<file path="config.mk">
export PLATFORM = sky130hd
export DESIGN_NAME = pe_port_vc_buffer
export DESIGN_NICKNAME = d
export VERILOG_FILES = /design/src/rtl/pe_port_vc_buffer.sv
export SDC_FILE = /design/constraint.sdc
export NUM_CORES = 1
export LEC_CHECK = 0
export CAP_MARGIN = 10
export CORE_MARGIN = 1
export CORE_UTILIZATION = 38
export CTS_CLUSTER_SIZE = 12
export DETAILED_ROUTE_END_ITERATION = 10
export DONT_BUFFER_PORTS = 1
export GPL_ROUTABILITY_DRIVEN = 0
export GPL_TIMING_DRIVEN = 0
export PLACE_DENSITY = 0.54
export SLEW_MARGIN = 5
export SYNTH_ARGS = -nofsm -noshare
export SYNTH_HDL_FRONTEND = slang
export SYNTH_SLANG_ARGS = --single-unit
</file>
<file path="constraint.sdc">
create_clock -name clk -period 1.9 [get_ports clk]
set_clock_uncertainty 0.05 [all_clocks]
set_input_delay 0.095 -clock clk [delete_from_list [all_inputs] [get_ports clk]]
set_output_delay 0.095 -clock clk [all_outputs]
set_load 0.005 [all_outputs]
</file>
<file path="src/rtl/pe_port_vc_buffer.sv">
// pe_port_vc_buffer
// Router-side PE port of a ring node. Packets launched by the NIC land in one of two
// single-entry virtual-channel buffers (VC0 even, VC1 odd) and are presented to the
// router arbiter. The node polarity toggles every cycle and decides which VC the PE may
// write (polarity != v) and which VC the router may read (polarity == v). A read and a
// write therefore never target the same buffer in the same cycle.

module pe_port_vc_buffer #(
    parameter int DW      = 64,
    parameter int VC_BIT  = 63,
    parameter int DIR_BIT = 62
) (
    input  logic          clk,
    input  logic          reset,
    output logic          polarity,
    input  logic          pe_si,
    output logic          pe_ri,
    input  logic [DW-1:0] pe_di,
    output logic          out_valid,
    output logic          out_dir,
    output logic [DW-1:0] out_data,
    input  logic          out_grant,
    output logic          protocol_err
);

    logic [DW-1:0] buf0;
    logic [DW-1:0] buf1;
    logic [1:0]    full;
    logic          wr_vc;
    logic          write_en;
    logic          drop;
    logic          grant_en;
    logic [DW-1:0] wr_pkt;

    // The writable VC is always the one the router is not currently reading
    assign wr_vc    = ~polarity;
    assign pe_ri    = reset & ~full[wr_vc];
    assign write_en = pe_si & pe_ri;
    assign drop     = pe_si & ~pe_ri;
    assign grant_en = out_valid & out_grant;

    // Stamp the VC bit of the incoming packet with the buffer it is stored in
    always_comb begin
        wr_pkt         = pe_di;
        wr_pkt[VC_BIT] = wr_vc;
    end

    // Present the readable VC to the arbiter; data is forced to zero when nothing is valid
    always_comb begin
        out_valid = full[polarity];
        out_data  = '0;
        if (out_valid) begin
            out_data = polarity ? buf1 : buf0;
        end
        out_dir = out_data[DIR_BIT];
    end

    // Node polarity flips on every rising edge once out of reset
    always_ff @(posedge clk or negedge reset) begin
        if (!reset) begin
            polarity <= 1'b0;
        end else begin
            polarity <= ~polarity;
        end
    end

    // Buffer storage: accept into the writable VC, release the readable VC on grant
    always_ff @(posedge clk or negedge reset) begin
        if (!reset) begin
            buf0 <= '0;
            buf1 <= '0;
            full <= 2'b00;
        end else begin
            if (write_en) begin
                if (wr_vc) begin
                    buf1 <= wr_pkt;
                end else begin
                    buf0 <= wr_pkt;
                end
                full[wr_vc] <= 1'b1;
            end
            if (grant_en) begin
                full[polarity] <= 1'b0;
            end
        end
    end

    // Sticky flag for a packet pushed while no buffer space was offered
    always_ff @(posedge clk or negedge reset) begin
        if (!reset) begin
            protocol_err <= 1'b0;
        end else if (drop) begin
            protocol_err <= 1'b1;
        end
    end

endmodule

</file>
==> Word-level counts from Yosys, hierarchy flattened <==
Cells that the tools add are included.
{ "word_totals": {"reg_bits": 132, "out_inout_bits": 69, "word_cells": 35} }
{ "op_classes": {"order_cmp": 4, "mux": 12, "bitwise_logic": 10, "n_reduce_logical": 4} }
{ "ops": {"columns": ["operator", "n"], "rows": [
  ["$mux 64", 2],
  ["$mux 1", 6],
  ["$and 1x1->1", 4],
  ["$lt 1x2->1 const B", 2],
  ["$mux 2", 2],
  ["$reduce_and 2->1", 2],
  ["$not 1->1", 3],
  ["$and 2x2->2", 1],
  ["$demux 1 s1", 2],
  ["$ge 1x1->1 const B", 2],
  ["$logic_and 1x1->1", 2],
  ["$not 2->2", 1],
  ["$or 2x2->2", 1]
]} }

==> Depth between registers and ports, before layout <==
{ "depth": {"depth_word": 9, "mapped_depth": 5} }

==> Least setup slack after synthesis <==
OpenSTA, ideal clock, no wires.
{ "synth_path": {"kind": "register to register", "startpoint": "register polarity", "endpoint": "register buf1[10]", "arrival_ns": 1.460, "required_ns": 1.725, "slack_ns": 0.265, "stages_incl_launch_ff": 6, "n_path_buf": 3, "path_cell_list": "dfrtp_1 -> buf_2 -> nor4bb_4 -> buf_6 -> buf_12 -> mux2_4"} }
{ "synth_via": {"elab_chain_cells": 6} }
{ "synth_lines": {"columns": ["item", "line_no", "source"], "rows": [
  ["start: declaration", "15", "output logic polarity,"],
  ["start signal: assignment", "63", "polarity <= ~polarity;"],
  ["$mux 1 (not written as such) (2 in series)", "37", "assign pe_ri = reset & ~full[wr_vc];"],
  ["$not 1->1", "37", null],
  ["$and 1x1->1", "37", null],
  ["$and 1x1->1", "38", "assign write_en = pe_si & pe_ri;"],
  ["$reduce_and 2->1 (no line) *", null, null],
  ["end signal: assignment", "76", "buf1 <= wr_pkt;"],
  ["end: declaration", "27", "logic [DW-1:0] buf1;"]
]} }
Every way passes the cells marked *; elsewhere a longest branch is shown, timed or not. The select of a mux whose other input is x is not followed.
A chain may end at the register's enable or synchronous reset.

==> Final worst setup path <==
{ "layout_path": {"startpoint": "register polarity", "endpoint": "register buf1[5]"} }
The elaborated chain is that of the path after synthesis.

==> results.md <==
CTS
* 0.41 ns — clock network latency to the later pin of the worst-skew pair
* 0.06 ns — clk slew on worst S/H paths
* 68 — hold buffer count at CTS
* 17 — number of CTS-inserted buffers
* 2 — maximum root-to-sink buffer count
* 4 — CTS H-Tree Depth
* sky130_fd_sc_hd__clkbuf_16 — Root Driver
* yes — CTS tree
* 132 — number of sinks driven by the clock tree

Synthesis
* 28.1% — multiplexer area fraction after synthesis
* multiplexers — dominant combinational cell family by area after synthesis
* 56.2% — sequential share of the synthesized area
* 5880 um2 — post-synthesis instance area
* 0 — Yosys warning count
* 0% — area share of xor/xnor cells in the synthesized design
* 22 — Netlist cell types
* 10.0% — share of the synthesized area in compound gates (AO/OA/AOI/OAI)
* 437 — net count after synthesis
* 0% — adder and majority cell fraction of the synthesized area
* 132 — post-synthesis register bit count
* 1.36% — simple-gate share of the synthesized area
* 15.9 um2 — post-synthesis average cell area
* 369 — synthesized instance count

Global routing
* 6.12% — met3 track utilization from global routing
* met2 — most utilized layer in the global route result
* 3920 — number of global-route vias before repair
* 21400 um — first-pass GRT wire length
* 28.5% — met2 usage
* 21.8% — met1 Resource Use GR
* 0 — total grt overflow
* 17.5% — overall track demand over capacity in global routing
* 0 — antenna violations before repair
* 139 — largest net degree at the start of global routing

Floorplanning
* 126 um — Chip Width
* 137 — count of boundary I/O pins
* 126 um — Chip Height
* 45 — site row count
* 15100 um2 — Core ar.
* 38.8% — initial standard-cell utilization of the core
* 16000 um2 — die outline area

Finish
* 0 — ANT cells
* sky130_fd_sc_hd__dfrtp_1 — most common cell after layout, fill and taps aside
* 3300 um2 — footprint of the flip-flops and latches
* 42.4% — layout cells sized above 1
* 29.2% — layout-stage area growth over the synthesis result
* 529 — post-layout net count
* 1309 — number of fill cells
* sky130_fd_sc_hd__dfrtp_1, sky130_fd_sc_hd__dlygate4sd3_1, sky130_fd_sc_hd__mux2_2, sky130_fd_sc_hd__a22o_1, sky130_fd_sc_hd__mux2_4 — commonest cells after routing, fill and taps aside
* 2360 um2 — area of the multi-input gates
* 50.1% — Finished Core Util

Drt
* 5.30 — via density per instance
* 19.9 um — post-detailed-route wirelength per cell
* 6 — number of detailed-route iterations in the first pass
* 104 — number of DRC markers in iteration 0
* 13200 um — WL final
* 3509 — via total after detailed routing
* 0 — remaining number of nets flagged by the antenna check after routing
* 0 — DRC Markers

STA
* 81.0% — Max-Slew Margin vs Limit
* 96.6% — Tcrit/Tclk final
* 0 — max-slew violations
* 0 — Setup violations, final
* 132 — number of endpoints with negative hold slack in the final report
* -0.668 ns — WHS
* 545 MHz — Highest Clock Rate
* 0.285 ns — transition time of the tightest slew-check pin
* 0.0645 ns — setup slack after layout
* yes — setup repair after global routing missed its margin
* 1.84 ns — min Tclk post-route

Setup path
* 0.06 ns — slack of the worst reg-to-reg path
* flop — kind of end point of the critical path
* buf1[5]$_DFFE_PN0P_ — worst reg2reg path endpoint
* polarity$_DFF_PN0_ — Critical R2R Launch
* 2.07 ns — Critical Path AT
* 10 — Critical Path Fanout Max
* 6 — depth of the most critical reg-to-reg path
* 2.14 ns — data required time at the worst endpoint
* flop — launching element type of the critical path
* reg2reg — critical path type

Pwr
* 0.00332 uW — static leakage
* 0.588 mV — Worst IR Drop VDD
* 1070 nW/um2 — Pwr per Cell Area
* 8150 uW — Final Total Pwr

Placement
* 0.00701 ns — pre-CTS worst setup slack
* 0 — count of input and output buffers
* 8220 um — HPWL after detailed placement

Worst hold path
* in2async — Min-Delay Path Class

Flow run
* 0 — Max-cap violations

Status
* complete, but fails checks — result of the run
* hold timing — violations in the final reports

==> how the worst max path moves through the flow <==
| stage | startpoint | end | slack, ns | depth (start not counted) |
|---|---|---|---|---|
| after CTS | polarity$_DFF_PN0_ | out_data[62] | -0.005 | 5 |
| after global routing | polarity$_DFF_PN0_ | buf1[47]$_DFFE_PN0P_ | -0.007 | 6 |
| after global placement | polarity$_DFF_PN0_ | buf0[43]$_DFFE_PN0P_ | 0.02 | 5 |
| final | polarity$_DFF_PN0_ | buf1[5]$_DFFE_PN0P_ | 0.06 | 6 |
| after floorplan | polarity$_DFF_PN0_ | buf1[10]$_DFFE_PN0P_ | 0.26 | 5 |
| after detailed placement | polarity$_DFF_PN0_ | buf0[43]$_DFFE_PN0P_ | 0.007 | 5 |
==> through the flow <==
stage / cells / hold WS (ns) / setup TNS [ns] / area, um2
after detailed placement: 557 / -0.247 / 0 / 6110
after global routing: 662 / -0.706 / -0.0493 / 7590
after floorplan: 369 / -0.251 / 0 / 5880
after CTS: 660 / -0.695 / -0.00474 / 7520
after global placement: 557 / -0.247 / 0 / 6110
final: 662 / -0.668 / 0 / 7590
==> power breakdown <==
part	total [uW]	switching [uW]	internal, uW	leakage, uW
clock network	3420	1180	2240	0.000306
logic	1140	360	784	0.00146
registers	3580	270	3310	0.00155
==> cell families (layout without fill, tap and decap cells) <==
family,count (synthesis),after routing
multiplexers,127,127
flip-flops,132,132
buffers and inverters,32,137
AND/OR/NAND/NOR,10,10
AO/OA/AOI/OAI,68,68
==> timing repair <==
item / in CTS / in global routing
endpoints found under the setup margin: 66 / 119
setup buffers: 3 / 1
pin swaps: 5 / 9
resized for setup: 26 / 15
cloned: 0 / 1
endpoints found under the hold margin: 261 / 132
==> flip-flops by register name (all words and copies together) (netlist names) <==
name / count
buf0: 64
protocol_err: 1
buf1: 64
polarity: 1
full: 2
==> metal layers <==
metal / share of wire (%) / wire length (um)
met5: 0 / 0
met4: 1.2 / 159
met3: 4.9 / 648
met2: 49 / 6430
met1: 45 / 5950
==> synth_stat cells, drive strengths merged <==
cell type	instances	area, um2
or2	2	12.5
mux2	126	1640
a32o	1	10.0
nor2b	1	6.26
nand4b	1	8.76
nand2	1	3.75
inv	2	7.51
a21oi	1	5.00
mux2i	1	10.0
nor2	1	3.75
a31oi	2	12.5
nor4bb	1	25.0
clkbuf	2	7.51
buf	28	239
dfrtp	132	3300
and2	3	20.0
a22o	64	561
==> worst max-delay path: stages, from the launching register on <==
cell                       delay (ns)
sky130_fd_sc_hd__dfrtp_1         0.41
sky130_fd_sc_hd__buf_6           0.15
sky130_fd_sc_hd__buf_6           0.11
sky130_fd_sc_hd__nor4bb_4        0.26
sky130_fd_sc_hd__buf_6           0.24
sky130_fd_sc_hd__buf_12          0.18
sky130_fd_sc_hd__mux2_4          0.31
==> layout make-up <==
cell class / count / share of cell area (%)
timing repair buffer: 73 / 9.51
multi-input combinational: 205 / 31.1
clock buffer: 24 / 6.61
clock inverter: 8 / 1.60
buffer: 30 / 4.48
inverter: 2 / 0.0989
tap: 188 / 3.10
sequential: 132 / 43.5
Power figures use the tool's default switching activity.
